`src/rtl/parity_frame_scheduler.sv`:
```
// Round-robin arbiter in front of a shared bit-serial parity engine.
// Optional expected-parity check is enabled by defining PARITY_FRAME_CHECK_EN.
module parity_frame_scheduler #(
    parameter int N_REQ = 4,
    parameter int WIDTH = 8,
    parameter int IDW   = 2
) (
    input  logic                     clk,
    input  logic                     reset,
    input  logic [N_REQ-1:0]         req,
    input  logic [N_REQ*WIDTH-1:0]   data,
`ifdef PARITY_FRAME_CHECK_EN
    input  logic [N_REQ-1:0]         exp_par,
    output logic                     par_err,
`endif
    output logic [N_REQ-1:0]         gnt,
    output logic                     busy,
    output logic                     done,
    output logic [IDW-1:0]           done_id,
    output logic                     parity_out
);

    localparam int CW = $clog2(WIDTH) + 1;
    localparam logic [N_REQ-1:0] ONE_HOT0 = {{(N_REQ-1){1'b0}}, 1'b1};

    typedef enum logic [1:0] {IDLE, SHIFT, DONE} state_t;

    state_t           state;
    logic [WIDTH-1:0] shreg;
    logic             acc;
    logic [CW-1:0]    cnt;
    logic [IDW-1:0]   cur_id;
    logic [IDW-1:0]   last_id;
    logic [IDW-1:0]   pick;
    logic             found;
    logic             final_acc;
`ifdef PARITY_FRAME_CHECK_EN
    logic             exp_bit;
`endif

    // First requester at or above last_id+1, wrapping, so the last winner ranks lowest.
    always_comb begin
        pick  = '0;
        found = 1'b0;
        for (int k = 1; k <= N_REQ; k++) begin
            if (!found && req[(int'(last_id) + k) % N_REQ]) begin
                found = 1'b1;
                pick  = IDW'((int'(last_id) + k) % N_REQ);
            end
        end
    end

    assign final_acc = acc ^ shreg[0];

    always_ff @(posedge clk) begin
        if (reset) begin
            state      <= IDLE;
            gnt        <= '0;
            busy       <= 1'b0;
            done       <= 1'b0;
            done_id    <= '0;
            parity_out <= 1'b0;
            last_id    <= IDW'(N_REQ - 1);
            cur_id     <= '0;
            shreg      <= '0;
            acc        <= 1'b0;
            cnt        <= '0;
`ifdef PARITY_FRAME_CHECK_EN
            par_err    <= 1'b0;
            exp_bit    <= 1'b0;
`endif
        end else begin
            case (state)
                IDLE: begin
                    if (found) begin
                        shreg  <= data[pick*WIDTH +: WIDTH];
                        gnt    <= ONE_HOT0 << pick;
                        cur_id <= pick;
                        acc    <= 1'b0;
                        cnt    <= '0;
                        busy   <= 1'b1;
`ifdef PARITY_FRAME_CHECK_EN
                        exp_bit <= exp_par[pick];
`endif
                        state  <= SHIFT;
                    end
                end
                SHIFT: begin
                    acc   <= final_acc;
                    shreg <= shreg >> 1;
                    cnt   <= cnt + CW'(1);
                    // Last bit is folded straight into the published result.
                    if (cnt == CW'(WIDTH - 1)) begin
                        done       <= 1'b1;
                        done_id    <= cur_id;
                        parity_out <= final_acc;
`ifdef PARITY_FRAME_CHECK_EN
                        par_err    <= (final_acc != exp_bit);
`endif
                        state      <= DONE;
                    end
                end
                DONE: begin
                    done    <= 1'b0;
                    gnt     <= '0;
                    busy    <= 1'b0;
                    last_id <= cur_id;
                    state   <= IDLE;
                end
                default: state <= IDLE;
            endcase
        end
    end

endmodule

```
`config.mk`:
```
export PLATFORM = sky130hd
export DESIGN_NAME = parity_frame_scheduler
export DESIGN_NICKNAME = d
export VERILOG_FILES = /design/src/rtl/parity_frame_scheduler.sv
export SDC_FILE = /design/constraint.sdc
export NUM_CORES = 1
export LEC_CHECK = 0
export ABC_AREA = 1
export CAP_MARGIN = 20
export CORE_MARGIN = 2
export CORE_UTILIZATION = 53
export CTS_CLUSTER_DIAMETER = 200
export DETAILED_ROUTE_END_ITERATION = 10
export PLACE_DENSITY_LB_ADDON = 0.25
export RECOVER_POWER = 25
export SYNTH_ARGS = -nofsm -noshare
export SYNTH_HDL_FRONTEND = slang
export SYNTH_SLANG_ARGS = --single-unit
```
`constraint.sdc`:
```
create_clock -name clk -period 4.4 [get_ports clk]
set_input_delay 0.88 -clock clk [delete_from_list [all_inputs] [get_ports clk]]
set_output_delay 0.88 -clock clk [all_outputs]
set_load 0.1 [all_outputs]
```
==> results of run 1 <==
[layout by cell type, fill, tap and decap left out, types with 2 or more instances in the layout]
cell type / netlist / final
clkdlybuf4s50_1: 0 / 44
nand2_2: 12 / 12
nor2_1: 12 / 12
nand3_1: 30 / 31
a21oi_1: 15 / 15
clkinv_1: 2 / 2
nand4_1: 3 / 3
inv_1: 22 / 22
nand2_1: 111 / 111
nor3_1: 3 / 3
nand2_4: 5 / 5
o211ai_1: 2 / 2
clkbuf_4: 0 / 3
a21oi_2: 7 / 7
dlygate4sd3_1: 0 / 2
o21ai_0: 7 / 7
dfxtp_1: 28 / 28
[final cells by class]
| type | instances | area share, % |
|---|---|---|
| clock buffers | 3 | 0.988 |
| clock inverters | 1 | 1.32 |
| inverters | 26 | 4.50 |
| multi-input cells | 216 | 45.9 |
| flip-flops and latches | 28 | 24.6 |
| well taps | 46 | 2.52 |
| repair buffers | 46 | 20.2 |
[worst min-delay path by stage]
| stage | from | end | slack (ps) | cells after the start |
|---|---|---|---|---|
| 6_report | parity_out | parity_out | 470 | 2 |
| 5_1_grt | parity_out | parity_out | 500 | 2 |
| 4_1_cts | parity_out | parity_out | 480 | 2 |
| 3_5_place_dp | parity_out | parity_out | 460 | 2 |
| 3_3_place_gp | parity_out | parity_out | 450 | 2 |
| 2_1_floorplan | acc | acc | 450 | 2 |
[flip-flops by register name, summed over array words and instances (netlist names)]
name,flops
parity_out,1
state,2
done_id,2
done,1
cnt,4
gnt,4
last_id,2
shreg,8
cur_id,2
acc,1
busy,1
[critical path: stages]
cell and delay [ps]:
clkdlybuf4s50_1 470, nand2_1 60, nand2_2 110, nand2_1 50, nand2_1 100, inv_1 60
nand3_1 670, nand2_1 100, inv_1 120, nand2_1 230, inv_1 410, nand3_1 180
a21oi_1 190
[layer usage]
| metal | track usage, % | routed length, µm | up-vias | part of all wire [%] |
|---|---|---|---|---|
| met4 | 2.50 | 10 | 0 | 0.24 |
| met2 | 41.6 | 2120 | 49 | 51 |
| met1 | 26.6 | 1810 | 835 | 44 |
| li1 | - | - | 967 | - |
| met5 | 0 | 0 | - | 0 |
| met3 | 3.96 | 171 | 2 | 4.2 |
[power by group through the flow]
stage,Combinational (µW),Clock [µW],Sequential (µW)
floorplan,98.6,0,302
global placement,162,0,284
detailed placement,165,0,284
CTS,166,169,278
global route,184,182,280
finish,165,167,278
[per-stage QoR]
step | instance area [µm²] | cells | utilization, % | total power, µW | hold slack, ps
after detailed placement | 2230 | 362 | 66.9 | 449 | 456
after CTS | 2280 | 366 | 68.5 | 613 | 477
final | 2280 | 366 | 68.3 | 610 | 473
after floorplan | 1840 | 281 | - | 400 | 449
after global routing | 2280 | 366 | 68.3 | 646 | 497
after global placement | 2230 | 362 | 66.9 | 446 | 451
[kinds of logic after synthesis]
kind of cell | share of synthesized area (%)
xor+xnor | 0.476
fa+ha+maj | 0.680
compound gates | 10.8
simple gates | 45.1
buf+inv | 12.4
flops | 30.5
==> reports/results.txt, run 1 <==
STA puts the critical path data required time at 4650 ps. Of the post-synthesis cell area, the dominant cell type holds 30.5%. The reg-to-reg startpoint is last_id[0]. In this run the power density over the cells is 268 mW/mm². The tools report the routed via count as 1853.

After synthesis, the mean cell area works out to 6.55 µm². For the number of pins exceeding their max-slew limit in the final report, the log shows 0. The net count of the finished layout is 360, and the endpoint arrival time on the critical path is 3660 ps. Number of buffers added by the clock tree synthesis step: 3. The logs give 28 for the sink count of the clock tree and 21 for the number of core rows. The synthesized net count is 320.

In this run the cell area of the synthesized design comes to 0.00184 mm². The switching share of power is 30.0%. The largest voltage drop on the vdd net was 0.176 mV.

The analysis attributes to net switching a power of 183 µW. Of all nets on the critical path, the largest fanout is 20. The netlist uses 31 different library cells.

The run gives 281 as the number of standard cells after synthesis. The tools report the detailed placer's ending HPWL as 3010 µm. The flow ran to the end, and the final reports show no timing, DRC or antenna violations.

By count the netlist is led by nand2_1 (111), nand3_1 (30), dfxtp_1 (28). Synthesis inferred 28 register bits. The tools report the I/O pin total as 47.

Type of the worst min-delay path: flip-flop to flip-flop. The logs give 428 µW for the internal portion of total power and 0 for the initial antenna violation count. The die covers 0.00396 mm². The mean routed wirelength per cell is 11.2 µm, and the worst-case clock skew is 7.76 ps. The critical path is of the primary input to flip-flop type. The root buffer selected by CTS was clkbuf_4. During placement, the flow inserted port buffers numbering 46. The run gives 0 as the number of nets still failing antenna checks after routing. After synthesis, flip-flops and latches occupy 30.5% of the total area.

First-iteration detailed-routing DRC count: 125. The highest clock frequency the design can meet is 294 MHz, and the minimum clock period is 3400 ps. Yosys mapped a number of flops with a built-in enable equal to 0. Most used flip-flop cell after synthesis: dfxtp_1. The slew at the pin closest to its max-slew limit is 973 ps, and the ratio of final minimum period to clock period is 77.3%. Measured along the y axis, the die boundary spans 62.9 µm. The run gives 0.00103 µW as the reported leakage power.

The number of global-route vias before repair was 1713. Global routing finished with a remaining overflow of 0. Headroom to the max-slew limit came out at 34.9%.

Post-CTS timing repair inserted 0 buffers for setup. The synthesized design spends more area on one cell type than any other, namely dfxtp_1. STA classifies the critical path startpoint as a primary input. The first detailed-routing pass ran for 4 iterations.

The run gives 0.830 as the placer congestion estimate. Counting cells, the worst reg-to-reg path comes to 13. For the pin count of the biggest net entering global routing, the log shows 23. Setup repair after global routing left no endpoint under its margin. The repair_antennas step left the layout with diodes totalling 0. Summing all flip-flop and latch instances after layout gives 561 µm². The post-route netlist has 10.3% of its cells at a drive strength greater than 1.

TritonCTS built the clock tree. Measured along the x axis, the die boundary spans 62.9 µm. The tools report the hold violation count in the final report as 0. The CTS clock-pin slew for the worst setup and hold paths came out at 150 ps. The hold buffer count at cts was 0; the final worst slack was 997 ps.

In the routed design, unresolved DRC markers number 0. The endpoint identified for the worst register-to-register timing path is gnt[2]. Of all flip-flops after synthesis, the portion carrying an async set or reset was 0%. The run gives 55.2% as the effective utilization at floorplan. The first global-routing pass estimated 7190 µm of wire. In this run the deepest clock path goes through 2 buffers. Once the clock tree was built, the resizer swapped 0 gates to a different size. For the total length of routed wires, the log shows 4120 µm.

The tools report the endpoint kind of the worst setup timing path as a flip-flop. Sequential cells account for 45.6% of the total power. From synthesis to final layout, the design area changed by 23.9%. For the post-placement setup slack, the log shows 1040 ps. Using the TritonRoute via totals, the vias-per-cell ratio works out to 5.06. The logs give 1400 ps for the worst-case register-to-register setup slack and 0 for the total of endpoints with negative setup slack in the final report. After filler insertion, the fill cell instance count of the layout stands at 303.

The destination of the critical timing path was gnt[2]. Total of warnings raised by yosys: 0. The tools report the origin of the worst setup path as req[0].

Sorting the synthesized cells by area gives the leading types as dfxtp_1 (30%), nand2_1 (23%), nand3_1 (8.2%), inv_1 (4.5%), a21oi_1 (4.1%). The logs give 330 ps for the clock latency of the later-clocked register in the worst-skew pair and 27.1% for the combinational cell fraction of total power. Aggregate global-route resource usage: 22.1%.

Max-cap violations in this run came to 0. In the final layout, the multi-input gates occupy 0.00105 mm². The clock network accounts for 27.3% of the total power. The tools report the core region area as 0.00334 mm². Most frequent cell after synthesis: nand2_1.

The tools report the final sum of negative setup slack as 0 ps. The number of H-tree branching levels is 1.
(Power assumes the default switching activity.)
==> run 2, diff against run 1 <==
--- a/config.mk
+++ b/config.mk
@@ -8,7 +8,7 @@
 export ABC_AREA = 1
 export CAP_MARGIN = 20
 export CORE_MARGIN = 2
-export CORE_UTILIZATION = 53
+export CORE_UTILIZATION = 49
 export CTS_CLUSTER_DIAMETER = 200
 export DETAILED_ROUTE_END_ITERATION = 10
 export PLACE_DENSITY_LB_ADDON = 0.25
==> constraint.sdc (replaced) <==
create_clock -name clk -period 3.25 [get_ports clk]
set_input_delay 0.65 -clock clk [delete_from_list [all_inputs] [get_ports clk]]
set_output_delay 0.65 -clock clk [all_outputs]
set_load 0.1 [all_outputs]
==> reports/results.txt, run 2 (same netlist as run 1, synthesis figures left out) <==
The tools report the origin of the worst setup path as req[0]. The endpoint arrival time on the critical path was 2720 ps (-940 ps). The internal portion of total power was 562 µW (+31%). The fraction of layout cells with a size suffix above 1 works out to 12.3% (+2.0 points). More flip-flops sit in one register than any other, and that register is shreg. For the max capacitance violation total, the log shows 0 (unchanged). Clock tree synthesis selected as its root buffer the cell clkbuf_8. The hold violation count in the final report is 0 (unchanged), and the sequential power share is 46.3% (+0.7 points). The y dimension of the die was 65.3 µm (+3.7%).

The total length of routed wires came out at 4050 µm (-1.5%). The layout overhead on the synthesized area came out at 23.4%. Endpoint kind of the worst setup timing path: a flip-flop. The power per unit of standard cell area is 358 mW/mm² (+34%), and the number of antenna cells inserted is 0 (unchanged). The run gives 364 (+1.1%) as the net count of the finished layout. The switching component of the power is 251 µW (+37%), and the slew at the pin closest to its max-slew limit is 1190 ps (+214 ps). The tools report the routed via count as 1873 (+1.1%).

The sink count of the clock tree is 28 (unchanged), and the buffer depth of the longest clock path is 2 (unchanged). The final sum of negative setup slack was 0 ps (unchanged); the number of flip-flops under the largest register name was 8 (unchanged). The logs give 0 (unchanged) for the global route total overflow and 47 (unchanged) for the I/O pin total. Combinational cell fraction of total power: 27.5% (+0.4 points). The run gives 7000 µm (-2.7%) as the wire length of the first global-routing pass. Die boundary width: 65.3 µm (+3.7%). The detailed placer's ending HPWL was 3050 µm (+1.1%). The logs give 0.215 mV (+22%) for the largest voltage drop on the vdd net and 22 (+4.8%) for the number of core rows. The logs give 0.777 (-6.4%) for the placer congestion estimate and 26.2% (-1.1 points) for the part of the total power dissipated in the clock network. The tools report the number of buffers added by the clock tree synthesis step as 3 (unchanged). The total of endpoints with negative setup slack in the final report was 0 (unchanged). The ratio of final minimum period to clock period works out to 77.1%.

TritonCTS built the clock tree. The tools report the aggregate global-route resource usage as 20.3% (-1.8 points). The overall die area is 0.00426 mm² (+7.6%). The highest clock frequency the design can meet was 399 MHz; the post-cts repair resize count was 0 (unchanged). The worst setup path is of the primary input to flip-flop kind. The number of nets still failing antenna checks after routing was 0 (unchanged). For the worst hold slack after final layout, the log shows 469 ps (-3.62 ps).

Switching share of power: 30.9% (+0.91 points). The first-iteration detailed-routing DRC count was 78 (-38%); the largest fanout on the critical path was 16 (-20%). In the final layout, the registers with the most flip-flops are shreg x8, cnt x4, gnt x4. The clock latency of the later-clocked register in the worst-skew pair is 270 ps (-60 ps), and the CTS clock-pin slew for the worst setup and hold paths is 90 ps (-60 ps). The count of fill cells added during filler insertion was 372 (+23%); the worst-case clock skew was 5.78 ps (-1.99 ps). The minimum clock period was 2510 ps. Setup repair after global routing left no endpoint under its margin. The pin count of the biggest net entering global routing came out at 20 (-13%). The ratio of routed vias to standard cells was 5.03 (-0.55%); the reported leakage power was 0.00103 µW (+0.39%). The tools report the core region area as 0.00363 mm² (+8.9%). Kind of launch point of the worst setup path: a primary input. The hold buffer count at cts was 0 (unchanged). The number of buffers added on ports works out to 46 (unchanged). The number of post-CTS setup repair buffers came out at 0 (unchanged). The number of H-tree branching levels came out at 1 (unchanged). The number of pins exceeding their max-slew limit in the final report was 0 (unchanged). The worst hold path begins at parity_out. In the layout the commonest cells are nand2_1 (111), clkdlybuf4s50_1 (36), nand3_1 (30).

The path class of the tightest hold or removal check is flip-flop to flip-flop. The number of global-route vias before repair is 1653 (-3.5%). The startpoint identified for the worst register-to-register timing path is last_id[0].

The flow ran to the end, and the final reports show no timing, DRC or antenna violations. The number of iterations in the first detailed-routing pass came out at 4 (unchanged). The worst slew margin relative to its limit was 21.1% (-14 points).

The library cell used most frequently in the layout, excluding fill and tap cells, is nand2_1. The mean routed wirelength per cell works out to 10.9 µm (-3.1%). Effective utilization at floorplan: 50.7% (-4.5 points). For the detailed-route DRC error count, the log shows 0 (unchanged).

The logs give 0 (unchanged) for the initial antenna violation count and 3460 ps (-1190 ps) for the data required time at the worst endpoint.
-- run 2: cell types whose count changed in the layout (fill, tap and decap cells not counted) --
cell,previous run,this run
nand3_2,0,1
clkbuf_1,0,7
buf_4,0,6
bufinv_16,1,0
clkbuf_8,0,4
nand3_1,31,30
dlygate4sd3_1,2,1
clkdlybuf4s50_1,44,36
clkbuf_4,3,0
-- run 2: final timing paths --
kind / endpoint / slack (ps) / cells past startpoint
worst min-delay path: parity_out / 470 / 2
worst max-delay path: shreg[6] / 740 / 13
worst max register to register: cur_id[1] / 990 / 13
worst min register to register: parity_out / 470 / 2
-- run 2: power by group through the flow --
stage	combinational [µW]	clock, µW	sequential, µW
2_1_floorplan	133	0	408
3_3_place_gp	224	0	384
3_5_place_dp	226	0	384
4_1_cts	228	216	376
5_1_grt	248	230	379
6_report	223	213	376
-- run 2: cell type report --
| cell class | instances | area (µm²) | area share [%] |
|---|---|---|---|
| clock buffers | 4 | 55.1 | 2.42 |
| well taps | 48 | 60.1 | 2.64 |
| repair buffers | 50 | 442 | 19.4 |
| inverters | 26 | 103 | 4.52 |
| flip-flops and latches | 28 | 561 | 24.7 |
| multi-input cells | 216 | 1050 | 46.3 |
-- run 2: critical path: stages --
cell and delay, ps:
clkdlybuf4s50_1 480, nand2_1 70, nand2_2 120, nand2_1 60
nand2_1 120, inv_1 80, nand3_2 80, nand2_1 50
inv_1 80, nand2_1 230, inv_1 410, nand2_1 160
a21oi_2 130
-- run 2: stage by stage --
step                instances  instance area [µm²]  setup slack (ps)  power (µW)  utilization (%)
floorplan                 281                 1840              1390         542                -
global placement          368                 2240               570         607             61.7
detailed placement        368                 2240               513         610             61.7
CTS                       372                 2300               770         820             63.2
global route              372                 2270               522         857             62.5
finish                    372                 2270               743         812             62.5
-- run 2: metal layers --
| layer | GRT usage, % | vias to the layer above | routed length [µm] |
|---|---|---|---|
| li1 | - | 976 | - |
| met1 | 26.0 | 847 | 1820 |
| met2 | 36.0 | 48 | 2040 |
| met3 | 4.11 | 2 | 185 |
| met4 | 2.60 | 0 | 10 |
| met5 | 0 | - | 0 |
==> run 3, diff against run 2 <==
==> constraint.sdc (replaced) <==
create_clock -name clk -period 2.39 [get_ports clk]
set_input_delay 0.478 -clock clk [delete_from_list [all_inputs] [get_ports clk]]
set_output_delay 0.478 -clock clk [all_outputs]
set_load 0.1 [all_outputs]
==> reports/results.txt, run 3 (same netlist as run 1, synthesis figures left out) <==
The number of H-tree branching levels was 1 (unchanged); the max capacitance violation total was 0 (unchanged). The wire length of the first global-routing pass was 7070 µm (+1.1%); the worst-case register-to-register setup slack was 380 ps (-610 ps). The maximum cell stage delay along the critical path is 480 ps (about the same), and the number of pins exceeding their max-slew limit in the final report is 0 (unchanged). The routed via count is 1843 (-1.6%), and the initial antenna violation count is 0 (unchanged). The largest fanout on the critical path came out at 10 (-6). The type of the worst min-delay path was flip-flop to flip-flop. The largest registers in the layout are shreg x8, cnt x4, gnt x4. The run gives 0.784 (+0.98%) as the placer congestion estimate. The hold buffer count at cts was 0 (unchanged).

The tools report the total of endpoints with negative setup slack in the final report as 0 (unchanged). The tools report the number of global-route vias before repair as 1710 (+3.4%). The number of non-filler instances in the completed layout was 374 (+0.54%); the y dimension of the die was 65.3 µm (unchanged). The area growth from synthesis to layout is 27.3%. The worst setup path is launched from a primary input.

After layout, the worst path uses 85.4% of the clock period. TritonCTS built the clock tree. The count of buffer and inverter cells on the critical path is 5 (+1), and the overall die area is 0.00426 mm² (unchanged). Setup repair after global routing left no endpoint under its margin.

The largest voltage drop on the vdd net is 0.407 mV (+89%). The tools report the reported leakage power as 0.00107 µW (+3.2%). Pin count of the biggest net entering global routing: 20 (unchanged). The data required time at the worst endpoint was 2560 ps (-900 ps). The effective utilization at floorplan came out at 50.7% (unchanged). For the aggregate global-route resource usage, the log shows 20.4% (+0.12 points). The sink count of the clock tree was 28 (unchanged). The detailed placer's ending HPWL is 2990 µm (-1.9%), and the sequential cell area is 561 µm² (unchanged). The endpoint arrival time on the critical path is 2210 ps (-510 ps).

The tools report the endpoint kind of the worst setup timing path as a flip-flop. The buffer depth of the longest clock path came out at 2 (unchanged). The worst slew margin relative to its limit is 22.1% (+0.98 points), and the die boundary width is 65.3 µm (unchanged).

The commonest non-fill, non-tap cell in the layout was nand2_1. The slowest cell on the critical path is clkdlybuf4s50_1. The path with the worst hold slack has its endpoint at gnt[1]. First-iteration detailed-routing DRC count: 67 (-14%).

The logs give 0 (unchanged) for the number of nets still failing antenna checks after routing and 3 (unchanged) for the number of buffers added by the clock tree synthesis step. For the number of post-CTS setup repair buffers, the log shows 0 (unchanged). The logs give 0 (unchanged) for the number of antenna cells inserted and 370 (+0.54%) for the number of placed instances, taps included.

The worst path in the final design needs a cycle of 2040 ps, including I/O delays and setup. The mean routed wirelength per cell works out to 10.6 µm (-2.6%). The run finished with clean final reports. The count of fill cells added during filler insertion is 355 (-4.6%).

The total length of routed wires was 3970 µm (-2.1%); the number of core rows was 22 (unchanged). The slew at the pin closest to its max-slew limit works out to 1170 ps (-14.8 ps). Cell seen most often among critical-path stages: nand2_1.

The fraction of layout cells with a size suffix above 1 works out to 13.2% (+0.84 points). The number of iterations in the first detailed-routing pass was 4 (unchanged). The root buffer cell chosen for the clock tree is clkbuf_8. The reg-to-reg startpoint was last_id[0]. The clock latency of the later-clocked register in the worst-skew pair was 270 ps (about the same). The utilization of the core after routing was 64.5% (+2.0 points). The hold violation count in the final report is 0 (unchanged), and the number of cells traversed by the worst register-to-register path is 15 (+2). Counting flops per register, the top entry is shreg. The worst hold path stage count was 2 (unchanged); the global route total overflow was 0 (unchanged).

The ratio of routed vias to standard cells was 4.93 (-2.1%); the net count of the finished layout was 366 (+0.55%). The overall power consumption was 1200 µW (+48%). The signal on the critical path passes through clkdlybuf4s50_1, nand2_1, nand2_2, nand2_1, nand2_1, inv_1, nand3_2, nand2_1, inv_1, nand2_1, buf_4, nand2_1, inv_1, nand2_1, a21oi_2. The post-cts repair resize count came out at 0 (unchanged).

Cell family with the largest share of critical-path delay: buffers and inverters. The endpoint identified for the worst register-to-register timing path is shreg[7]. The number of flip-flops under the largest register name came out at 8 (unchanged). Detailed-route DRC error count: 0 (unchanged). The launch instance of the worst min-delay path was gnt[1]. Power per unit of standard cell area: 513 mW/mm² (+43%). CTS clock-pin slew for the worst setup and hold paths: 90 ps (about the same).

The logs give 0.696 ps (-5.08 ps) for the worst-case clock skew and 47 (unchanged) for the I/O pin total. The kind of critical path was primary input to flip-flop. The core region area is 0.00363 mm² (unchanged). The library cells used most frequently in the layout, excluding fill and tap cells, are nand2_1 (111), clkdlybuf4s50_1 (36), nand3_1 (30). The number of buffers added on ports was 46 (unchanged); the highest clock frequency the design can meet was 490 MHz. The combined area of the multi-input logic cells was 0.00105 mm² (+0.24%).
## run 3: changes by cell type in the layout (fill, tap and decap cells not counted)
cell       delta
buf_12        +3
buf_4         -1
bufinv_16     +1
clkbuf_8      -1
nor2_1        -1
nor2_2        +1
## run 3: layer usage
| layer | vias up | share of wire, % | track usage (%) |
|---|---|---|---|
| met2 | 40 | 50 | 38.3 |
| met4 | 0 | 0.15 | 1.56 |
| met3 | 2 | 4.5 | 4.28 |
| met5 | - | 0 | 0 |
| li1 | 983 | - | - |
| met1 | 818 | 46 | 24.7 |
## run 3: worst max-delay path by stage
| stage | startpoint | end | slack [ps] | cells past startpoint |
|---|---|---|---|---|
| finish | req[0] | shreg[7] | 350 | 15 |
| global route | req[3] | cnt[1] | 130 | 15 |
| CTS | req[0] | shreg[3] | 200 | 13 |
| detailed placement | req[0] | shreg[3] | -70 | 13 |
| global placement | req[2] | shreg[5] | -10 | 13 |
| floorplan | last_id[0] | shreg[0] | 690 | 18 |
## run 3: layout make-up
class	instances	share of cell area, %
clock buffers	3	1.76
well taps	48	2.56
clock inverters	1	1.28
multi-input cells	216	45.0
flip-flops and latches	28	23.9
inverters	26	4.38
repair buffers	52	21.1
## run 3: worst reg2reg max path: cells and delay by family, from the launching register on
kind,cells,cell delay [ps]
flip-flops,1,540
AND/OR/NAND/NOR,9,790
buffers and inverters,5,520
AO/OA/AOI/OAI,1,120
## run 3: per-stage QoR
stage | setup slack, ps | hold slack [ps] | setup TNS (ps) | area [µm²]
floorplan | 692 | 449 | 0 | 1840
global placement | -9.99 | 457 | -9.99 | 2290
detailed placement | -69.7 | 467 | -363 | 2290
CTS | 202 | 481 | 0 | 2370
global route | 132 | 506 | 0 | 2340
finish | 350 | 478 | 0 | 2340
## run 3: power by group
part | switching, µW | leakage, µW | internal [µW]
combinational | 183 | 0.000803 | 136
sequential | 17.5 | 0.000229 | 494
clock | 146 | 0.0000357 | 224
total | 346 | 0.00107 | 855
